$ cat src/rtl/l1_mem_arbiter_if.sv
// Bus bundle between the two L1 caches, the L1/L2 arbiter and the L2 port.
// The slave modport is the arbiter's view; master is the surrounding caches/L2 view.
interface l1_mem_arbiter_if #(
    parameter int ADDR_W = 16,
    parameter int LINE_W = 128
);
    logic              l1_i_read;
    logic [ADDR_W-1:0] l1_i_address;
    logic [LINE_W-1:0] l1_i_rdata;
    logic              l1_i_resp;

    logic              l1_d_read;
    logic              l1_d_write;
    logic [ADDR_W-1:0] l1_d_address;
    logic [LINE_W-1:0] l1_d_wdata;
    logic [LINE_W-1:0] l1_d_rdata;
    logic              l1_d_resp;

    logic              l2_read;
    logic              l2_write;
    logic [ADDR_W-1:0] l2_address;
    logic [LINE_W-1:0] l2_wdata;
    logic              l2_resp;
    logic [LINE_W-1:0] l2_rdata;

    modport slave (
        input  l1_i_read, l1_i_address,
        input  l1_d_read, l1_d_write, l1_d_address, l1_d_wdata,
        input  l2_resp, l2_rdata,
        output l1_i_rdata, l1_i_resp,
        output l1_d_rdata, l1_d_resp,
        output l2_read, l2_write, l2_address, l2_wdata
    );

    modport master (
        output l1_i_read, l1_i_address,
        output l1_d_read, l1_d_write, l1_d_address, l1_d_wdata,
        output l2_resp, l2_rdata,
        input  l1_i_rdata, l1_i_resp,
        input  l1_d_rdata, l1_d_resp,
        input  l2_read, l2_write, l2_address, l2_wdata
    );
endinterface

$ cat src/rtl/l1_mem_arbiter.sv
// Arbitrates line misses from the L1 I- and D-caches onto the single L2 port,
// one transaction at a time, with registered L2 request/address/data outputs.
module l1_mem_arbiter #(
    parameter int ADDR_W      = 16,
    parameter int LINE_W      = 128,
    parameter int ROUND_ROBIN = 0
) (
    input  logic            clk,
    input  logic            rst,
    l1_mem_arbiter_if.slave bus
);
    localparam logic [1:0] ST_IDLE    = 2'd0;
    localparam logic [1:0] ST_SERVE_I = 2'd1;
    localparam logic [1:0] ST_SERVE_D = 2'd2;
    localparam logic [1:0] ST_RECOVER = 2'd3;

    localparam int PORT_I = 0;
    localparam int PORT_D = 1;

    logic [1:0]        state_reg, state_next;
    logic              l2_read_reg, l2_read_next;
    logic              l2_write_reg, l2_write_next;
    logic [ADDR_W-1:0] l2_address_reg, l2_address_next;
    logic [LINE_W-1:0] l2_wdata_reg, l2_wdata_next;
    logic              last_served_reg, last_served_next;   // 0: I-cache, 1: D-cache

    logic [1:0]        req;
    logic [ADDR_W-1:0] req_addr [2];
    logic [1:0]        l1_resp;
    logic              tie_to_d;
    logic              grant_d;

    assign req[PORT_I]      = bus.l1_i_read;
    assign req[PORT_D]      = bus.l1_d_read | bus.l1_d_write;
    assign req_addr[PORT_I] = bus.l1_i_address;
    assign req_addr[PORT_D] = bus.l1_d_address;

    // Completion pulses are combinational so each L1 sees resp in the same cycle as L2.
    genvar gi;
    generate
        for (gi = 0; gi < 2; gi++) begin : g_port
            localparam logic [1:0] SERVE_ST = (gi == PORT_I) ? ST_SERVE_I : ST_SERVE_D;
            assign l1_resp[gi] = bus.l2_resp & (state_reg == SERVE_ST);
        end

        if (ROUND_ROBIN != 0) begin : g_rr
            assign tie_to_d = ~last_served_reg;
        end else begin : g_fixed
            assign tie_to_d = 1'b1;
        end
    endgenerate

    assign grant_d = req[PORT_D] & (~req[PORT_I] | tie_to_d);

    always_comb begin
        state_next       = state_reg;
        l2_read_next     = l2_read_reg;
        l2_write_next    = l2_write_reg;
        l2_address_next  = l2_address_reg;
        l2_wdata_next    = l2_wdata_reg;
        last_served_next = last_served_reg;

        case (state_reg)
            ST_IDLE: begin
                if (grant_d) begin
                    // A simultaneous D read+write is issued as the writeback; the
                    // read stays asserted and wins a later arbitration.
                    state_next      = ST_SERVE_D;
                    l2_address_next = req_addr[PORT_D];
                    l2_wdata_next   = bus.l1_d_wdata;
                    l2_write_next   = bus.l1_d_write;
                    l2_read_next    = ~bus.l1_d_write;
                end else if (req[PORT_I]) begin
                    state_next      = ST_SERVE_I;
                    l2_address_next = req_addr[PORT_I];
                    l2_read_next    = 1'b1;
                    l2_write_next   = 1'b0;
                end
            end
            ST_SERVE_I, ST_SERVE_D: begin
                if (bus.l2_resp) begin
                    state_next       = ST_RECOVER;
                    l2_read_next     = 1'b0;
                    l2_write_next    = 1'b0;
                    last_served_next = (state_reg == ST_SERVE_D);
                end
            end
            ST_RECOVER: begin
                // One quiet cycle lets the served L1 drop its level request.
                state_next = ST_IDLE;
            end
            default: begin
                state_next = ST_IDLE;
            end
        endcase
    end

    always_ff @(posedge clk) begin
        if (rst) begin
            state_reg       <= ST_IDLE;
            l2_read_reg     <= 1'b0;
            l2_write_reg    <= 1'b0;
            l2_address_reg  <= '0;
            l2_wdata_reg    <= '0;
            last_served_reg <= 1'b0;
        end else begin
            state_reg       <= state_next;
            l2_read_reg     <= l2_read_next;
            l2_write_reg    <= l2_write_next;
            l2_address_reg  <= l2_address_next;
            l2_wdata_reg    <= l2_wdata_next;
            last_served_reg <= last_served_next;
        end
    end

    assign bus.l2_read    = l2_read_reg;
    assign bus.l2_write   = l2_write_reg;
    assign bus.l2_address = l2_address_reg;
    assign bus.l2_wdata   = l2_wdata_reg;

    assign bus.l1_i_resp  = l1_resp[PORT_I];
    assign bus.l1_d_resp  = l1_resp[PORT_D];
    assign bus.l1_i_rdata = bus.l2_rdata;
    assign bus.l1_d_rdata = bus.l2_rdata;
endmodule
$ cat src/flat_wrapper.sv
// flat-port wrapper written by rule: the top's interface ports become plain ports
module l1_mem_arbiter_flat 
#(
    parameter int ADDR_W      = 16,
    parameter int LINE_W      = 128,
    parameter int ROUND_ROBIN = 0
)
  (clk, rst, bus_l1_i_read, bus_l1_i_address, bus_l1_d_read, bus_l1_d_write, bus_l1_d_address, bus_l1_d_wdata, bus_l2_resp, bus_l2_rdata, bus_l1_i_rdata, bus_l1_i_resp, bus_l1_d_rdata, bus_l1_d_resp, bus_l2_read, bus_l2_write, bus_l2_address, bus_l2_wdata);
  l1_mem_arbiter_if #(.ADDR_W(ADDR_W), .LINE_W(LINE_W)) bus_i ();
  input  logic clk;
  input  logic rst;
  input wire logic [$bits(bus_i.l1_i_read)-1:0] bus_l1_i_read;
  input wire logic [$bits(bus_i.l1_i_address)-1:0] bus_l1_i_address;
  input wire logic [$bits(bus_i.l1_d_read)-1:0] bus_l1_d_read;
  input wire logic [$bits(bus_i.l1_d_write)-1:0] bus_l1_d_write;
  input wire logic [$bits(bus_i.l1_d_address)-1:0] bus_l1_d_address;
  input wire logic [$bits(bus_i.l1_d_wdata)-1:0] bus_l1_d_wdata;
  input wire logic [$bits(bus_i.l2_resp)-1:0] bus_l2_resp;
  input wire logic [$bits(bus_i.l2_rdata)-1:0] bus_l2_rdata;
  output wire logic [$bits(bus_i.l1_i_rdata)-1:0] bus_l1_i_rdata;
  output wire logic [$bits(bus_i.l1_i_resp)-1:0] bus_l1_i_resp;
  output wire logic [$bits(bus_i.l1_d_rdata)-1:0] bus_l1_d_rdata;
  output wire logic [$bits(bus_i.l1_d_resp)-1:0] bus_l1_d_resp;
  output wire logic [$bits(bus_i.l2_read)-1:0] bus_l2_read;
  output wire logic [$bits(bus_i.l2_write)-1:0] bus_l2_write;
  output wire logic [$bits(bus_i.l2_address)-1:0] bus_l2_address;
  output wire logic [$bits(bus_i.l2_wdata)-1:0] bus_l2_wdata;
  assign bus_i.l1_i_read = bus_l1_i_read;
  assign bus_i.l1_i_address = bus_l1_i_address;
  assign bus_i.l1_d_read = bus_l1_d_read;
  assign bus_i.l1_d_write = bus_l1_d_write;
  assign bus_i.l1_d_address = bus_l1_d_address;
  assign bus_i.l1_d_wdata = bus_l1_d_wdata;
  assign bus_i.l2_resp = bus_l2_resp;
  assign bus_i.l2_rdata = bus_l2_rdata;
  assign bus_l1_i_rdata = bus_i.l1_i_rdata;
  assign bus_l1_i_resp = bus_i.l1_i_resp;
  assign bus_l1_d_rdata = bus_i.l1_d_rdata;
  assign bus_l1_d_resp = bus_i.l1_d_resp;
  assign bus_l2_read = bus_i.l2_read;
  assign bus_l2_write = bus_i.l2_write;
  assign bus_l2_address = bus_i.l2_address;
  assign bus_l2_wdata = bus_i.l2_wdata;
  l1_mem_arbiter #(.ADDR_W(ADDR_W), .LINE_W(LINE_W), .ROUND_ROBIN(ROUND_ROBIN)) u_core (.clk(clk), .rst(rst), .bus(bus_i));
endmodule
$ cat config.mk
export PLATFORM = sky130hd
export DESIGN_NAME = l1_mem_arbiter_flat
export DESIGN_NICKNAME = d
export VERILOG_FILES = /design/src/rtl/l1_mem_arbiter_if.sv /design/src/rtl/l1_mem_arbiter.sv /design/src/flat_wrapper.sv
export SDC_FILE = /design/constraint.sdc
export NUM_CORES = 1
export LEC_CHECK = 0
export CAP_MARGIN = 0
export CORE_AREA = 2 2 271 273
export CTS_BUF_LIST = sky130_fd_sc_hd__clkbuf_4 sky130_fd_sc_hd__clkbuf_8
export DETAILED_ROUTE_END_ITERATION = 6
export DIE_AREA = 0 0 273 275
export SLEW_MARGIN = 20
export SYNTH_ARGS = -nofsm -noshare
export SYNTH_HDL_FRONTEND = slang
export SYNTH_SLANG_ARGS = --single-unit
$ cat constraint.sdc
create_clock -name clk -period 2.14 [get_ports clk]
set_input_delay 0.642 -clock clk [delete_from_list [all_inputs] [get_ports clk]]
set_output_delay 0.642 -clock clk [all_outputs]
set_load 0.05 [all_outputs]
==> results of run 1 <==
[through the flow]
step	hold WS, ps	cells	util, %
2_1_floorplan	483	933	-
3_3_place_gp	442	1939	13.6
3_5_place_dp	446	1939	13.6
4_1_cts	349	1972	14.2
5_1_grt	432	1974	14.2
6_report	454	1976	14.2
[power groups by stage]
stage                     logic, mW  registers [mW]  clock network [mW]
final                          6.94            3.81                2.46
after global routing           7.50            3.90                2.79
after CTS                      7.10            3.83                2.73
after detailed placement       7.20            3.87                   0
after global placement         7.20            3.85                   0
after floorplan                3.49            6.11                   0
[synthesized netlist by cell type, drive strengths merged]
cell / instances
or4: 1
dfxtp: 148
o31a: 1
or4b: 1
nor2b: 2
o41ai: 1
o21ai: 19
buf: 288
a2111o: 1
nand2: 272
nor4b: 1
nor2: 18
inv: 2
and2: 2
o21a: 1
a21oi: 131
clkbuf: 20
mux2i: 1
a311oi: 16
ha: 5
o31ai: 2
[cell type report]
type                       instances  area [µm²]
clock buffer                      17         234
timing repair buffer             358        3420
tap                              959        1200
multi-input combinational        475        2230
fill                            8307       62100
clock inverter                    15         171
inverter                           2        7.51
antenna                            2        5.00
sequential                       148        2970
[cells by family after synthesis]
logic type               share of synthesized area (%)
multiplexers                                     0.135
flip-flops                                        39.9
buffers and inverters                             30.6
AO/OA/AOI/OAI                                     12.9
adder cells (fa/ha/maj)                          0.842
AND/OR/NAND/NOR                                   15.7
[metal layers]
| layer | up-vias | share of wire (%) | GRT usage, % |
|---|---|---|---|
| met5 | - | 0.25 | 0.439 |
| met4 | 6 | 8.2 | 6.44 |
| met3 | 139 | 14 | 4.91 |
| met2 | 382 | 41 | 10.2 |
| met1 | 2575 | 36 | 7.19 |
| li1 | 2878 | - | - |
[timing repair]
item,4_1_cts,5_1_grt
cloned,0,0
hold buffers,0,0
gates resized for setup,143,10
setup buffers,1,3
endpoints found under the setup margin,69,10
pin swaps,1,2
[worst max-delay path: cells and delay by family, from the launching register on]
kind | cells | cell delay [ps]
flip-flops | 1 | 350
buffers and inverters | 2 | 280
adder cells (fa/ha/maj) | 1 | 160
AND/OR/NAND/NOR | 1 | 150
[worst max-delay path by stage]
stage                                      from            end  slack, ps  depth (start not counted)
4_1_cts        u_core.state_reg[0]$_SDFFE_PP0P_  bus_l1_d_resp       -220                          5
2_1_floorplan                       bus_l2_resp  bus_l1_i_resp        440                          1
5_1_grt        u_core.state_reg[0]$_SDFFE_PP0P_  bus_l1_d_resp       -120                          4
6_report       u_core.state_reg[0]$_SDFFE_PP0P_  bus_l1_i_resp         10                          4
3_5_place_dp                        bus_l2_resp  bus_l1_d_resp       -420                          4
3_3_place_gp                        bus_l2_resp  bus_l1_d_resp       -430                          4
==> results.json, run 1 <==
{
  "rr_worst_depth": 6,
  "core-area_um2": 72300,
  "dpl.hpwl_um": 21400,
  "power.density_nw_per_um2": 1290,
  "worstPathRequired_ps": 1500,
  "slew_viol_final": 0,
  "yosysTopAreaCell": "dfxtp_1",
  "clk_path_buf_depth": 2,
  "avgRoutedWirePerCell_um": 14.1,
  "tns_ps": 0,
  "design_area_um2": 10200,
  "cts_root_buf": "clkbuf_8",
  "ys_ff_latch": 148,
  "io_pins": 698,
  "yosysUniqueCellTypes": 26,
  "rr_startpoint": "u_core.state_reg[0]$_SDFFE_PP0P_",
  "pre_cts_ws_ps": -415,
  "h-tree-depth": 4,
  "avgViaCountPerCell": 3.03,
  "p_sw_mw": 6.33,
  "syn_area_um2": 7430,
  "max-cap-violations": 0,
  "power_frac_clock_pct": 18.6,
  "syn_area_per_cell_um2": 7.96,
  "ant_nets": 0,
  "power.internal_mw": 6.89,
  "tightest_slew_ps": 511,
  "area_growth_syn_to_layout_pct": 37.9,
  "maxSlewHeadroom_pct": 66.1,
  "r2r_setup_slack_ps": 380,
  "hold_path_class": "reg2reg",
  "vdd_drop_max_v": 0.000475,
  "final_nets": 1301,
  "dieArea_um2": 75100,
  "pwr-share-comb_pct": 52.6,
  "cts.sinks": 148,
  "row_count": 99,
  "fmax_ghz": 0.470,
  "final_common_cell": "nand2_1",
  "grt_start_max_net_pins": 53,
  "holdPathEnd": "u_core.bus.l2_wdata[117]$_SDFFE_PP0P_",
  "synthCells": 933,
  "worstSetupPathType": "reg2out",
  "final.setup_skew_ps": 25.6,
  "rsz0062_at_grt": "yes",
  "setup_viol": 0,
  "seqPwrFrac_pct": 28.9,
  "hp-start": "u_core.bus.l2_wdata[117]$_SDFFE_PP0P_",
  "cts_made_buffers": 17,
  "grt_pass1_wl_um": 38300,
  "overflow": 0,
  "finalHoldViolations": 0,
  "grt_use_total_pct": 7.25,
  "drt_iter0_drc": 191,
  "ys_seq_area_share_pct": 39.9,
  "clk_pin_slew_ps": 120,
  "yosys_warnings": 0,
  "start_util_pct": 10.3,
  "place.gp.congestion": 0.703,
  "cp_max_fo": 3,
  "dpl_cell_area_um2": 9810,
  "synth_fp_nets": 1232,
  "drt_wl_total_um": 28000,
  "dr_total_vias": 5980,
  "drc": 0,
  "fin_crit_sh_pct": 99.4,
  "largest_reg_flops": 128,
  "end_kind": "output port",
  "rr_endpoint": "u_core.bus.l2_write$_SDFFE_PP0P_",
  "setup_slack_ps": 13.1,
  "grt_pass1_vias": 5774,
  "antenna_found_initial": 4,
  "slowest_delay_ps": 350,
  "outcome": "finished, final reports clean",
  "worstPathArrival_ps": 1480,
  "crit_chain": "buf_4, ha_4, and2_4, buf_12",
  "cts_tree": "done",
  "synth.area.top_cells": "dfxtp_1 (40%), buf_4 (26%), nand2_1 (14%)",
  "min_period_ps": 2130,
  "cpMaxStageDelayCell": "dfxtp_2",
  "swShare_pct": 47.9,
  "p_leak_nw": 3.88,
  "final_cell_mix": "nand2_1 (272), clkdlybuf4s50_1 (163), dfxtp_1 (146)",
  "start_kind": "flop",
  "holdPathStages": 2,
  "die_h_um": 275,
  "drt_pre_antenna_iters": 4,
  "port-buffer-count": 313,
  "synth_top_area_share_pct": 39.9,
  "clkLatencyLatePin_ps": 530,
  "power_mw": 13.2,
  "layout-drive-gt1-share_pct": 18.6,
  "die_w_um": 273
}
Power figures use the tool's default switching activity.
==> run 2, diff against run 1 <==
PLACE_DENSITY = 0.45   (was default)
SKIP_CTS_REPAIR_TIMING = 1   (was default)
==> run 2 against run 1 <==
  * Die area unchanged
  * Clock power decreased by 8.9%
  * Combinational power decreased by 2%
  * Largest cell class unchanged
  * Via count increased by 0.43%
  * Cell area decreased by 0.39%
  * Critical endpoint unchanged
  * Clock skew decreased by 12 ps
==> results.json, run 2 (same netlist as run 1, synthesis figures left out) <==
{
  "grt_pass1_vias": 6002,
  "final_cells": 1963,
  "place.gp.congestion": 0.784,
  "fin_hold_ws_ps": 451,
  "area_growth_syn_to_layout_pct": 37.4,
  "min_period_ps": 2100,
  "crit_chain": "clkdlybuf4s50_1, and2_4, buf_12",
  "fillers": 8248,
  "fmax_ghz": 0.476,
  "cts_root_buf": "clkbuf_8",
  "cpMaxStageDelayCell": "clkdlybuf4s50_1",
  "dr_total_vias": 6006,
  "drt_pre_antenna_iters": 5,
  "outcome": "finished, final reports clean",
  "die_w_um": 273,
  "drt_iter0_drc": 163,
  "fin_crit_sh_pct": 98.2,
  "h-tree-depth": 4,
  "max-cap-violations": 0,
  "largest_reg_flops": 128,
  "avgViaCountPerCell": 3.06,
  "p_sw_mw": 6.26,
  "design_area_um2": 10200,
  "row_count": 99,
  "p_leak_nw": 4.60,
  "die_h_um": 275,
  "worstPathRequired_ps": 1500,
  "final_nets": 1289,
  "final_common_cell": "nand2_1",
  "overflow": 0,
  "start_util_pct": 10.3,
  "final.setup_skew_ps": 13.7,
  "dpl_cell_area_um2": 9670,
  "start_kind": "input port",
  "slew_viol_final": 0,
  "tns_ps": 0,
  "worstSetupPathType": "in2out",
  "clkLatencyLatePin_ps": 540,
  "port-buffer-count": 313,
  "ant_nets": 0,
  "grt_start_max_net_pins": 64,
  "seqPwrFrac_pct": 29.8,
  "cts_tree": "done",
  "setup_viol": 0,
  "utilization_pct": 14.1,
  "avgRoutedWirePerCell_um": 13.0,
  "cp_max_fo": 3,
  "rsz0062_at_grt": "yes",
  "power_mw": 12.9,
  "grt_pass1_wl_um": 35800,
  "tightest_slew_ps": 533,
  "cts_made_buffers": 17,
  "clk_pin_slew_ps": 80,
  "cts.sinks": 148,
  "setup_slack_ps": 38.3,
  "antenna_found_initial": 1,
  "vdd_drop_max_v": 0.00105,
  "slowest_delay_ps": 510,
  "worstPathArrival_ps": 1460,
  "maxSlewHeadroom_pct": 64.4,
  "layout-drive-gt1-share_pct": 17.0,
  "pre_cts_ws_ps": -105,
  "power_frac_clock_pct": 17.4,
  "dieArea_um2": 75100,
  "dpl.cell_count": 1930,
  "power.internal_mw": 6.61,
  "core-area_um2": 72300,
  "power.density_nw_per_um2": 1260,
  "pwr-share-comb_pct": 52.8,
  "io_pins": 698,
  "grt_use_total_pct": 6.59,
  "clk_path_buf_depth": 2,
  "end_kind": "output port",
  "swShare_pct": 48.7,
  "hold_path_class": "reg2reg",
  "finalHoldViolations": 0,
  "dpl.hpwl_um": 19200,
  "drc": 0,
  "drt_wl_total_um": 25600,
  "final_cell_mix": "nand2_1 (272), clkdlybuf4s50_1 (164), dfxtp_1 (146)"
}
run 2: changes by cell type in the layout (fill, tap and decap cells not counted), moves of 2 or more:
cell	change
dlygate4sd2_1	-12
clkdlybuf4s15_2	-12
clkdlybuf4s15_1	-40
dlymetal6s2s_1	+56
clkinvlp_4	+2
bufinv_16	-2
buf_4	+2
buf_12	-2
clkbuf_2	-4
ha_4	-2
run 2: path summary, 6_finish.rpt:
| kind | startpoint | to | slack, ps | cells after the start |
|---|---|---|---|---|
| worst max-delay path | bus_l2_resp | bus_l1_i_resp | 40 | 3 |
| worst min-delay path | u_core.bus.l2_wdata[124]$_SDFFE_PP0P_ | u_core.bus.l2_wdata[124]$_SDFFE_PP0P_ | 450 | 2 |
| worst max register to register | u_core.state_reg[0]$_SDFFE_PP0P_ | u_core.bus.l2_wdata[24]$_SDFFE_PP0P_ | 460 | 7 |
| worst min register to register | u_core.bus.l2_wdata[124]$_SDFFE_PP0P_ | u_core.bus.l2_wdata[124]$_SDFFE_PP0P_ | 450 | 2 |
run 2: final cells by class:
type                            count  area, µm²  share of cell area (%)
Clock buffer                       17        234                    2.29
Multi-Input combinational cell    475       2210                    21.7
Inverter                            2       10.0                  0.0981
Clock inverter                     15        138                    1.35
Antenna cell                        1       2.50                  0.0245
Timing Repair Buffer              346       3440                    33.7
Tap cell                          959       1200                    11.8
Sequential cell                   148       2970                    29.1
run 2: critical path, delay by kind of cell:
family | cells | cell delay, ps
AND/OR/NAND/NOR | 1 | 170
buffers and inverters | 2 | 640
run 2: per-layer routing:
metal,global-route usage (%),part of all wire (%),vias up
met4,6.34,8.4,0
li1,-,-,2852
met2,10.7,46,373
met5,0.564,0,-
met3,3.57,12,132
met1,5.76,34,2649
run 2: power by group through the flow:
stage	combinational (mW)	sequential, mW	clock, mW
final	6.80	3.83	2.24
after global routing	7.30	3.92	2.57
after CTS	6.94	3.84	2.47
after detailed placement	6.94	3.89	0
after global placement	6.90	3.88	0
after floorplan	3.49	6.11	0
==> run 3, diff against run 2 <==
CAP_MARGIN = 20   (was 0)
==> results of run 3 <==
Same layout as run 2: the final DEF is identical, and so are final timing and power.
